<file path="config.mk">
export PLATFORM = sky130hd
export DESIGN_NAME = uart_rx_byte_flat
export DESIGN_NICKNAME = d
export VERILOG_FILES = /design/src/rtl/uart_rx_byte_if.sv /design/src/rtl/uart_rx_byte.sv /design/src/flat_wrapper.sv
export SDC_FILE = /design/constraint.sdc
export NUM_CORES = 1
export LEC_CHECK = 0
export CELL_PAD_IN_SITES_DETAIL_PLACEMENT = 0
export CELL_PAD_IN_SITES_GLOBAL_PLACEMENT = 1
export CORE_MARGIN = 8
export CORE_UTILIZATION = 54
export CTS_BUF_LIST = sky130_fd_sc_hd__clkbuf_8
export CTS_CLUSTER_DIAMETER = 200
export DETAILED_ROUTE_END_ITERATION = 10
export DONT_BUFFER_PORTS = 1
export PLACE_DENSITY = 0.87
export SYNTH_ARGS = -nofsm -noshare
export SYNTH_HDL_FRONTEND = slang
export SYNTH_SLANG_ARGS = --single-unit
</file>
<file path="constraint.sdc">
create_clock -name clk -period 6.2 [get_ports clk]
set_input_delay 0.62 -clock clk [delete_from_list [all_inputs] [get_ports clk]]
set_output_delay 0.62 -clock clk [all_outputs]
set_load 0.005 [all_outputs]
</file>
<file path="src/rtl/uart_rx_byte_if.sv">
// uart_rx_byte_if: serial line plus received-byte outputs of the UART receiver.
// Signals:
//   rx          serial line, idle high (driven by the line side)
//   rx_data     last good byte
//   rx_valid    one-cycle pulse coincident with an rx_data update
//   rx_busy     receiver is inside a frame
//   frame_err   sticky stop-bit error
//   parity_err  sticky parity error
// Modports: slave = receiver side, master = line driver / byte consumer side.
interface uart_rx_byte_if #(
  parameter int unsigned DATA_BITS = 8
) ();
  logic                 rx;
  logic [DATA_BITS-1:0] rx_data;
  logic                 rx_valid;
  logic                 rx_busy;
  logic                 frame_err;
  logic                 parity_err;

  modport slave (
    input  rx,
    output rx_data,
    output rx_valid,
    output rx_busy,
    output frame_err,
    output parity_err
  );

  modport master (
    output rx,
    input  rx_data,
    input  rx_valid,
    input  rx_busy,
    input  frame_err,
    input  parity_err
  );
endinterface

</file>
<file path="src/rtl/uart_rx_byte.sv">
// uart_rx_byte: oversampling UART receiver, 8N1 by default, 8E1 when the macro
// UART_RX_PARITY_EN is defined (parity_err is tied low otherwise).
// Ports:
//   clk    system clock, rising edge
//   reset  synchronous, active-high reset
//   bus    uart_rx_byte_if.slave: rx in; rx_data, rx_valid, rx_busy, frame_err,
//          parity_err out
// rx_data and rx_valid are updated on one single edge per good byte so a downstream
// edge-capture stage sees one consistent change.
module uart_rx_byte #(
  parameter int unsigned CLKS_PER_BIT = 434,
  parameter int unsigned DATA_BITS    = 8
) (
  input logic           clk,
  input logic           reset,
  uart_rx_byte_if.slave bus
);
  localparam int unsigned CntW = $clog2(CLKS_PER_BIT);
  localparam int unsigned IdxW = (DATA_BITS > 1) ? $clog2(DATA_BITS) : 1;
  localparam logic [CntW-1:0] HalfLoad = CntW'(CLKS_PER_BIT / 2 - 1);
  localparam logic [CntW-1:0] FullLoad = CntW'(CLKS_PER_BIT - 1);
  localparam logic [IdxW-1:0] LastIdx  = IdxW'(DATA_BITS - 1);

  typedef enum logic [2:0] {
    StIdle,
    StStart,
    StData,
`ifdef UART_RX_PARITY_EN
    StParity,
`endif
    StStop,
    StCommit,
    StWaitHigh
  } state_e;

  state_e               state_q, state_d;
  logic                 rx_meta_q, rxs_q;
  logic [CntW-1:0]      cnt_q, cnt_d;
  logic [IdxW-1:0]      bit_idx_q, bit_idx_d;
  logic [DATA_BITS-1:0] shift_q, shift_d;
  logic [DATA_BITS-1:0] data_q, data_d;
  logic                 valid_q, valid_d;
  logic                 busy_q, busy_d;
  logic                 frame_err_q, frame_err_d;
  logic                 tick;

`ifdef UART_RX_PARITY_EN
  logic                 parity_err_q, parity_err_d;
  logic                 parity_bad_q, parity_bad_d;
`endif

  assign tick = (cnt_q == '0);

  always_ff @(posedge clk) begin
    if (reset) begin
      rx_meta_q    <= 1'b1;
      rxs_q        <= 1'b1;
      state_q      <= StIdle;
      cnt_q        <= '0;
      bit_idx_q    <= '0;
      shift_q      <= '0;
      data_q       <= '0;
      valid_q      <= 1'b0;
      busy_q       <= 1'b0;
      frame_err_q  <= 1'b0;
`ifdef UART_RX_PARITY_EN
      parity_err_q <= 1'b0;
      parity_bad_q <= 1'b0;
`endif
    end else begin
      rx_meta_q    <= bus.rx;
      rxs_q        <= rx_meta_q;
      state_q      <= state_d;
      cnt_q        <= cnt_d;
      bit_idx_q    <= bit_idx_d;
      shift_q      <= shift_d;
      data_q       <= data_d;
      valid_q      <= valid_d;
      busy_q       <= busy_d;
      frame_err_q  <= frame_err_d;
`ifdef UART_RX_PARITY_EN
      parity_err_q <= parity_err_d;
      parity_bad_q <= parity_bad_d;
`endif
    end
  end

  always_comb begin
    state_d      = state_q;
    cnt_d        = tick ? cnt_q : cnt_q - CntW'(1);
    bit_idx_d    = bit_idx_q;
    shift_d      = shift_q;
    data_d       = data_q;
    valid_d      = 1'b0;
    frame_err_d  = frame_err_q;
`ifdef UART_RX_PARITY_EN
    parity_err_d = parity_err_q;
    parity_bad_d = parity_bad_q;
`endif

    unique case (state_q)
      StIdle: begin
        if (!rxs_q) begin
          state_d = StStart;
          cnt_d   = HalfLoad;
`ifdef UART_RX_PARITY_EN
          parity_bad_d = 1'b0;
`endif
        end
      end
      StStart: begin
        // Mid-start-bit sample; a high line here was a glitch, not a frame.
        if (tick) begin
          if (!rxs_q) begin
            state_d   = StData;
            cnt_d     = FullLoad;
            bit_idx_d = '0;
          end else begin
            state_d = StIdle;
          end
        end
      end
      StData: begin
        if (tick) begin
          shift_d = {rxs_q, shift_q[DATA_BITS-1:1]};
          cnt_d   = FullLoad;
          if (bit_idx_q == LastIdx) begin
`ifdef UART_RX_PARITY_EN
            state_d = StParity;
`else
            state_d = StStop;
`endif
          end else begin
            bit_idx_d = bit_idx_q + IdxW'(1);
          end
        end
      end
`ifdef UART_RX_PARITY_EN
      StParity: begin
        // Even parity: data bits plus parity bit must hold an even number of ones.
        if (tick) begin
          state_d = StStop;
          cnt_d   = FullLoad;
          if ((^shift_q) != rxs_q) begin
            parity_bad_d = 1'b1;
            parity_err_d = 1'b1;
          end
        end
      end
`endif
      StStop: begin
        if (tick) begin
          if (rxs_q) begin
`ifdef UART_RX_PARITY_EN
            state_d = parity_bad_q ? StIdle : StCommit;
`else
            state_d = StCommit;
`endif
          end else begin
            frame_err_d = 1'b1;
            state_d     = StWaitHigh;
          end
        end
      end
      StCommit: begin
        data_d      = shift_q;
        valid_d     = 1'b1;
        frame_err_d = 1'b0;
`ifdef UART_RX_PARITY_EN
        parity_err_d = 1'b0;
`endif
        state_d     = StIdle;
      end
      StWaitHigh: begin
        // Stay out of IDLE while the line is held low (break) so it is not taken as a start.
        if (rxs_q) begin
          state_d = StIdle;
        end
      end
      default: state_d = StIdle;
    endcase

    busy_d = (state_d != StIdle);
  end

  assign bus.rx_data   = data_q;
  assign bus.rx_valid  = valid_q;
  assign bus.rx_busy   = busy_q;
  assign bus.frame_err = frame_err_q;
`ifdef UART_RX_PARITY_EN
  assign bus.parity_err = parity_err_q;
`else
  assign bus.parity_err = 1'b0;
`endif
endmodule

</file>
<file path="src/flat_wrapper.sv">
// flat-port wrapper written by rule: the top's interface ports become plain ports
module uart_rx_byte_flat 
#(
  parameter int unsigned CLKS_PER_BIT = 434,
  parameter int unsigned DATA_BITS    = 8
)
  (clk, reset, bus_rx, bus_rx_data, bus_rx_valid, bus_rx_busy, bus_frame_err, bus_parity_err);
  uart_rx_byte_if #(.DATA_BITS(DATA_BITS)) bus_i ();
  input logic clk;
  input logic reset;
  input wire logic [$bits(bus_i.rx)-1:0] bus_rx;
  output wire logic [$bits(bus_i.rx_data)-1:0] bus_rx_data;
  output wire logic [$bits(bus_i.rx_valid)-1:0] bus_rx_valid;
  output wire logic [$bits(bus_i.rx_busy)-1:0] bus_rx_busy;
  output wire logic [$bits(bus_i.frame_err)-1:0] bus_frame_err;
  output wire logic [$bits(bus_i.parity_err)-1:0] bus_parity_err;
  assign bus_i.rx = bus_rx;
  assign bus_rx_data = bus_i.rx_data;
  assign bus_rx_valid = bus_i.rx_valid;
  assign bus_rx_busy = bus_i.rx_busy;
  assign bus_frame_err = bus_i.frame_err;
  assign bus_parity_err = bus_i.parity_err;
  uart_rx_byte #(.CLKS_PER_BIT(CLKS_PER_BIT), .DATA_BITS(DATA_BITS)) u_core (.clk(clk), .reset(reset), .bus(bus_i));
endmodule
</file>
==> results of run 1 <==
-- worst register-to-register path, delay by kind of cell, from the launching register on --
kind                       cells  cell delay, ns
buffers and inverters          2            0.24
AOI/OAI and AO/OA              3            0.41
DFF                            1            0.33
adders and majority gates      2            0.55
and+or+nand+nor                3            0.90
-- logic make-up (layout without fill, tap and decap cells) --
| logic type | Yosys count | in the layout | synth area share (%) |
|---|---|---|---|
| compound gates | 51 | 51 | 21.0 |
| xor+xnor | 2 | 2 | 1.07 |
| buf+inv | 16 | 14 | 5.03 |
| other cells | 1 | 1 | 0.228 |
| flops | 36 | 36 | 43.9 |
| fa+ha+maj | 4 | 4 | 3.05 |
| simple gates | 62 | 62 | 23.9 |
| mux | 3 | 3 | 1.83 |
-- synthesized netlist by cell type, drive strengths merged (3+ instances only) --
master	instances	area [um2]
mux2i	3	30.0
o21ai	6	30.0
or3	4	31.3
nand2	10	37.5
buf	3	23.8
nand3	9	45.0
nor4	3	33.8
nand2b	5	31.3
a22o	8	70.1
a21oi	23	115
nor2	11	48.8
dfxtp	36	721
nor3	7	35.0
inv	6	22.5
ha	4	50.1
clkbuf	7	36.3
-- through the flow --
step	hold WS [ns]	cells
2_1_floorplan	0.389	175
3_3_place_gp	0.395	198
3_5_place_dp	0.402	198
4_1_cts	0.393	206
5_1_grt	0.376	206
6_report	0.402	206
-- cell type report --
| type | instances | area [um2] |
|---|---|---|
| fill | 258 | 1240 |
| multi-input combinational | 123 | 838 |
| sequential | 36 | 721 |
| inverter | 6 | 22.5 |
| tap | 33 | 41.3 |
| clock inverter | 3 | 42.5 |
| clock buffer | 5 | 68.8 |
-- registers in the layout (all words and copies together), names as in the netlist --
signal                cells
u_core.bit_idx_q          3
u_core.bus.frame_err      1
u_core.bus.rx_busy        1
u_core.bus.rx_data        8
u_core.bus.rx_valid       1
u_core.cnt_q              9
u_core.rx_meta_q          1
u_core.rxs_q              1
u_core.shift_q            8
u_core.state_q            3
-- how the worst max path moves through the flow --
stage               cells past startpoint                          to  slack, ns                        from
floorplan                              10  u_core.cnt_q[0]$_SDFF_PP0_       4.12  u_core.cnt_q[0]$_SDFF_PP0_
global placement                       10  u_core.cnt_q[0]$_SDFF_PP0_       3.84  u_core.cnt_q[0]$_SDFF_PP0_
detailed placement                     10  u_core.cnt_q[0]$_SDFF_PP0_       3.75  u_core.cnt_q[0]$_SDFF_PP0_
CTS                                    10  u_core.cnt_q[0]$_SDFF_PP0_       3.72  u_core.cnt_q[0]$_SDFF_PP0_
global route                           10  u_core.cnt_q[0]$_SDFF_PP0_       3.56  u_core.cnt_q[0]$_SDFF_PP0_
finish                                 10  u_core.cnt_q[0]$_SDFF_PP0_       3.67  u_core.cnt_q[0]$_SDFF_PP0_
-- placed cells by master, fill, tap and decap left out, types with 3 or more instances in the layout --
cell type,count
nor2_1,10
ha_1,4
clkbuf_8,5
nand3_1,9
dfxtp_1,36
nand2b_1,5
a21oi_1,23
nand2_1,10
nor3_1,7
inv_1,6
a22o_1,8
o21ai_0,6
mux2i_1,3
-- power by group through the flow --
stage / sequential (W) / combinational, W / clock (W)
after floorplan: 0.000295 / 0.000240 / 0
after global placement: 0.000303 / 0.000258 / 0
after detailed placement: 0.000305 / 0.000265 / 0
after CTS: 0.000299 / 0.000267 / 0.000207
after global routing: 0.000305 / 0.000300 / 0.000218
final: 0.000299 / 0.000271 / 0.000204
-- metal layers --
layer	vias to the layer above	track usage [%]
li1	640	-
met5	-	0
met1	598	16.8
met3	0	4.66
met2	28	21.1
met4	0	4.85
==> key figures, run 1 <==
STA
  • Worst-margin pin slew: 0.925 ns
  • Final Skew: 0.00759 ns
  • TNS Setup: 0 ns
  • Minimum clock period: 2.53 ns
  • RSZ-0062 raised after global routing: no
  • Final worst-path cycle share: 40.9%
  • Final Hold Fails: 0
  • Final slew viol count: 0
  • Final setup violation count: 0
  • Final worst slack: 3.67 ns
  • Achievable frequency: 0.395 GHz
  • Slew Limit Headroom: 37.8%

Drt
  • Wl on met1: 1580 um
  • Post-route ant nets: 0
  • Uppermost layer routed: met3
  • Routed vias/inst: 6.15
  • Final WL: 3270 um
  • Met2 Wirelength: 1550 um
  • First-pass DRT Iterations: 4
  • Avg WL per Cell: 15.9 um
  • DRC viols: 0
  • Iteration-0 DRC count of the detailed router: 140
  • Met3 WL post-DR: 136 um
  • Detailed-route via count: 1266

Power
  • Worst vdd ir: 0.217 mV
  • Static leakage: 0.613 nW
  • Overall power: 0.000774 W
  • PwrDens: 446 nW/um2
  • Clock share of power: 26.3%
  • Pint: 0.000503 W
  • Sequential share of power: 38.7%
  • Switch Pwr: 0.000271 W
  • Switching power share of the total: 35.0%
  • Combinational share of power: 35.0%

Setup path
  • Critical Path Sink Type: register
  • Worst EP required: 6.37 ns
  • Critical path's top delay family: simple AND/OR/NAND/NOR gates
  • Critical R2R Capture: u_core.cnt_q[0]$_SDFF_PP0_
  • Startpoint Class: register
  • Slowest CP cell: or4b_1
  • Reg-to-Reg Start: u_core.cnt_q[0]$_SDFF_PP0_
  • Reg2reg setup slack: 3.67 ns
  • CP Cell Sequence: inv_1, ha_1, or4b_1, nor2_4, inv_1, ha_1, nand3b_1, o21ai_0, a22oi_1, a21oi_1
  • Crit path largest cell delay: 0.52 ns
  • Worst Path Buf+Inv: 2
  • Worst EP arrival: 2.70 ns
  • Crit Path Max Fanout: 12
  • Worst r2r path cells: 10
  • WS Path Type: register to register

CTS
  • Cts hold-fix bufs: 0
  • Num CTS Buffers: 5
  • CTS tree: done
  • Clk pin slew, worst setup/hold paths: 0.07 ns
  • Number of gates resized after cts: 0
  • Latest clock arrival within the worst-skew pair: 0.28 ns
  • Clock Sinks: 36
  • Clock buffer depth: 2
  • # Post-CTS Setup Buffers: 0
  • H-tree depth: 2
  • Clk root buf: clkbuf_8

Floorplanning
  • I/O pins: 15
  • Core Rows: 20
  • DIE AREA: 5060 um2
  • Die X: 71.1 um
  • Initial cell density of the core: 55.1%
  • Core box area: 2980 um2
  • Die H: 71.1 um

Synth
  • Cells after Synth: 175
  • Async SR Flop Fraction: 0%
  • Library cells used by synthesis: 49
  • Syn_nets: 182
  • Seq/Total Area, Yosys: 43.9%
  • Synthesis-stage register bit count: 36
  • EDFF count, synth: 0
  • Netlist Area Pre-Place: 1640 um2
  • Main synth FF type: dfxtp_1
  • Avg Inst Size Synth: 9.38 um2
  • Yosys Warn Count: 0

Placement
  • Input/output buffers: 0
  • Placed cell areas: 1620 um2
  • Post-DP HPWL: 2250 um
  • DP Worst Slack: 3.75 ns
  • GP Congestion: 0.794

Finish
  • # diodes: 0
  • NumNets Final: 179
  • Area delta synth->final: 5.64%
  • Share of layout cells above drive strength 1: 11.0%
  • Post-route cell area: 1730 um2
  • Final core utilization: 58.2%

Job
  • Max Cap Viol: 0

Min path
  • Worst min path class: input pin to register
  • Min-delay src: reset
  • Hold endpoint: u_core.bit_idx_q[2]$_SDFFE_PP0P_
  • Hold Crit Depth: 1

Status
  • Status: complete, no violations

Global route
  • Vias in the first global route: 1126
  • Total grt overflow: 0
  • Global-route wire length before repair: 5510 um
  • Largest net degree at the start of global routing: 29
  • Initial antenna violation count: 0
  • Overall Global Routing Usage: 13.5%
No activity file was read; power rests on OpenSTA's default activity.
==> inputs of run 2 (changes only) <==
--- a/config.mk
+++ b/config.mk
@@ -8,12 +8,12 @@
 export CELL_PAD_IN_SITES_DETAIL_PLACEMENT = 0
 export CELL_PAD_IN_SITES_GLOBAL_PLACEMENT = 1
 export CORE_MARGIN = 8
-export CORE_UTILIZATION = 54
+export CORE_UTILIZATION = 45
 export CTS_BUF_LIST = sky130_fd_sc_hd__clkbuf_8
 export CTS_CLUSTER_DIAMETER = 200
 export DETAILED_ROUTE_END_ITERATION = 10
 export DONT_BUFFER_PORTS = 1
-export PLACE_DENSITY = 0.87
+export PLACE_DENSITY = 0.77
 export SYNTH_ARGS = -nofsm -noshare
 export SYNTH_HDL_FRONTEND = slang
 export SYNTH_SLANG_ARGS = --single-unit
==> constraint.sdc (replaced) <==
create_clock -name clk -period 2.3 [get_ports clk]
set_input_delay 0.23 -clock clk [delete_from_list [all_inputs] [get_ports clk]]
set_output_delay 0.23 -clock clk [all_outputs]
set_load 0.005 [all_outputs]
==> key figures, run 2 (synthesis results as in run 1) <==
Status
  • Status: complete, no violations

Finish
  • Post-route cell area: 1850 um2
  • Largest Register: u_core.cnt_q
  • Commonest cells after routing, fill and taps aside: dfxtp_1 (36), a21oi_1 (23), nor2_1 (10), nand2_1 (10), nand3_1 (9)
  • Largest register FFs: 9
  • Register area: 721 um2
  • NumNets Final: 188
  • Commonest non-fill, non-tap cell in the layout: dfxtp_1
  • Share of layout cells above drive strength 1: 14.8%
  • Multi-input logic area: 857 um2
  • # diodes: 0
  • Area delta synth->final: 12.4%
  • Fillers: 341

Power
  • PwrDens: 1200 nW/um2
  • Sequential share of power: 37.2%
  • Combinational share of power: 38.6%
  • Switch Pwr: 0.000772 W
  • Worst vdd ir: 0.797 mV
  • Switching power share of the total: 35.0%
  • Static leakage: 0.660 nW
  • Clock share of power: 24.2%
  • Pint: 0.00143 W

Global route
  • GRT Max-Usage Layer: met2
  • Overall Global Routing Usage: 12.6%
  • Global routing usage on met3: 4.25%
  • Initial antenna violation count: 0
  • Largest net degree at the start of global routing: 17
  • Met1 Use GR: 13.9%
  • Met2 GRT Util: 21.5%
  • Total grt overflow: 0
  • Vias in the first global route: 1245
  • Global-route wire length before repair: 6000 um

Setup path
  • Crit path to: u_core.cnt_q[0]$_SDFF_PP0_
  • Reg-to-Reg Start: u_core.cnt_q[0]$_SDFF_PP0_
  • Startpoint Class: register
  • Crit Path Max Fanout: 4
  • WS Path Type: register to register
  • Reg2reg setup slack: 0.13 ns
  • Worst r2r path cells: 10
  • Worst EP arrival: 2.32 ns
  • Start point of the critical path: u_core.cnt_q[0]$_SDFF_PP0_
  • Worst EP required: 2.45 ns
  • Critical Path Sink Type: register
  • Critical R2R Capture: u_core.cnt_q[0]$_SDFF_PP0_

STA
  • Minimum clock period: 2.17 ns
  • Achievable frequency: 0.461 GHz
  • Final worst slack: 0.130 ns
  • Final slew viol count: 0
  • Slew Limit Headroom: 62.8%
  • RSZ-0062 raised after global routing: no
  • Worst-margin pin slew: 0.551 ns
  • Final setup violation count: 0
  • Final worst-path cycle share: 94.3%
  • TNS Setup: 0 ns
  • Final Hold Fails: 0
  • Final Skew: 0.00445 ns

Drt
  • Detailed-route via count: 1308
  • Final WL: 3640 um
  • Iteration-0 DRC count of the detailed router: 103
  • Post-route ant nets: 0
  • Avg WL per Cell: 15.8 um
  • First-pass DRT Iterations: 4
  • Routed vias/inst: 5.69
  • DRC viols: 0

CTS
  • Clock buffer depth: 2
  • H-tree depth: 2
  • Clock Sinks: 36
  • CTS tree: done
  • Clk pin slew, worst setup/hold paths: 0.07 ns
  • Latest clock arrival within the worst-skew pair: 0.29 ns
  • Clk root buf: clkbuf_8
  • # Post-CTS Setup Buffers: 0
  • Num CTS Buffers: 5

Floorplanning
  • Core Rows: 22
  • Initial cell density of the core: 45.9%
  • Core box area: 3580 um2
  • DIE AREA: 5840 um2
  • I/O pins: 15
  • Die X: 76.4 um
  • Die H: 76.4 um

Placement
  • DP Worst Slack: 0.0630 ns
  • Post-DP HPWL: 2440 um
  • Placed cell areas: 1680 um2
  • Input/output buffers: 0
  • GP Congestion: 0.784

Min path
  • Worst min path class: input pin to register

Job
  • Max Cap Viol: 0
[run 2: cell types whose count changed in the layout (fill, tap and decap cells not counted)]
cell and change:
dlygate4sd3_1 +4, ha_1 -2, ha_4 +1, or4b_1 -1
inv_2 +1, clkinvlp_4 -1, buf_4 +5, or4b_4 +1
ha_2 +1
[run 2: how the worst min path moves through the flow]
stage | from | endpoint | slack [ns] | depth (start not counted)
2_1_floorplan | bus_rx | u_core.rx_meta_q$_SDFF_PP1_ | 0.33 | 1
3_3_place_gp | reset | u_core.state_q[0]$_SDFF_PP0_ | 0.30 | 1
3_5_place_dp | reset | u_core.state_q[0]$_SDFF_PP0_ | 0.30 | 1
4_1_cts | reset | u_core.cnt_q[7]$_SDFF_PP0_ | 0.002 | 1
5_1_grt | reset | u_core.bit_idx_q[0]$_SDFFE_PP0P_ | 0.001 | 1
6_report | reset | u_core.bit_idx_q[0]$_SDFFE_PP0P_ | 0.009 | 1
[run 2: repair_timing]
item,4_1_cts,5_1_grt
setup endpoints to repair,0,1
hold endpoints to repair,12,0
gates resized for setup,0,4
hold buffers,4,0
[run 2: power groups by stage]
stage / clock (W) / combinational [W] / sequential, W
after global routing: 0.000569 / 0.000930 / 0.000831
after detailed placement: 0 / 0.000782 / 0.000825
after CTS: 0.000547 / 0.000797 / 0.000812
after global placement: 0 / 0.000753 / 0.000817
after floorplan: 0 / 0.000646 / 0.000795
final: 0.000534 / 0.000852 / 0.000820
[run 2: stage by stage]
step                std cells  util [%]  hold slack (ns)  power [W]
floorplan                 175         -            0.334    0.00144
global placement          218      46.9            0.301    0.00157
detailed placement        218      46.9            0.303    0.00161
CTS                       230      51.0          0.00173    0.00216
global route              230      51.6          0.00124    0.00233
finish                    230      51.6          0.00873    0.00221
[run 2: metal layers]
metal,vias up,share of wire [%]
met5,-,0
met2,41,49
met1,610,44
li1,651,-
met4,0,1.6
met3,6,5.8
[run 2: layout make-up]
class                   instances  share of cell area [%]
well taps                      48                    3.25
clock buffers                   5                    3.73
flip-flops and latches         36                    39.1
inverters                       6                    1.22
repair buffers                  9                    4.20
multi-input cells             123                    46.4
clock inverters                 3                    2.10
[run 2: critical path, stage by stage, from the launching register on]
cell and delay, ns:
dfxtp_1 0.36, inv_1 0.10, ha_2 0.21, or4b_4 0.49
nor2_4 0.11, inv_2 0.07, ha_4 0.22, nand3b_1 0.07
o21ai_0 0.10, a22oi_1 0.20, a21oi_1 0.09
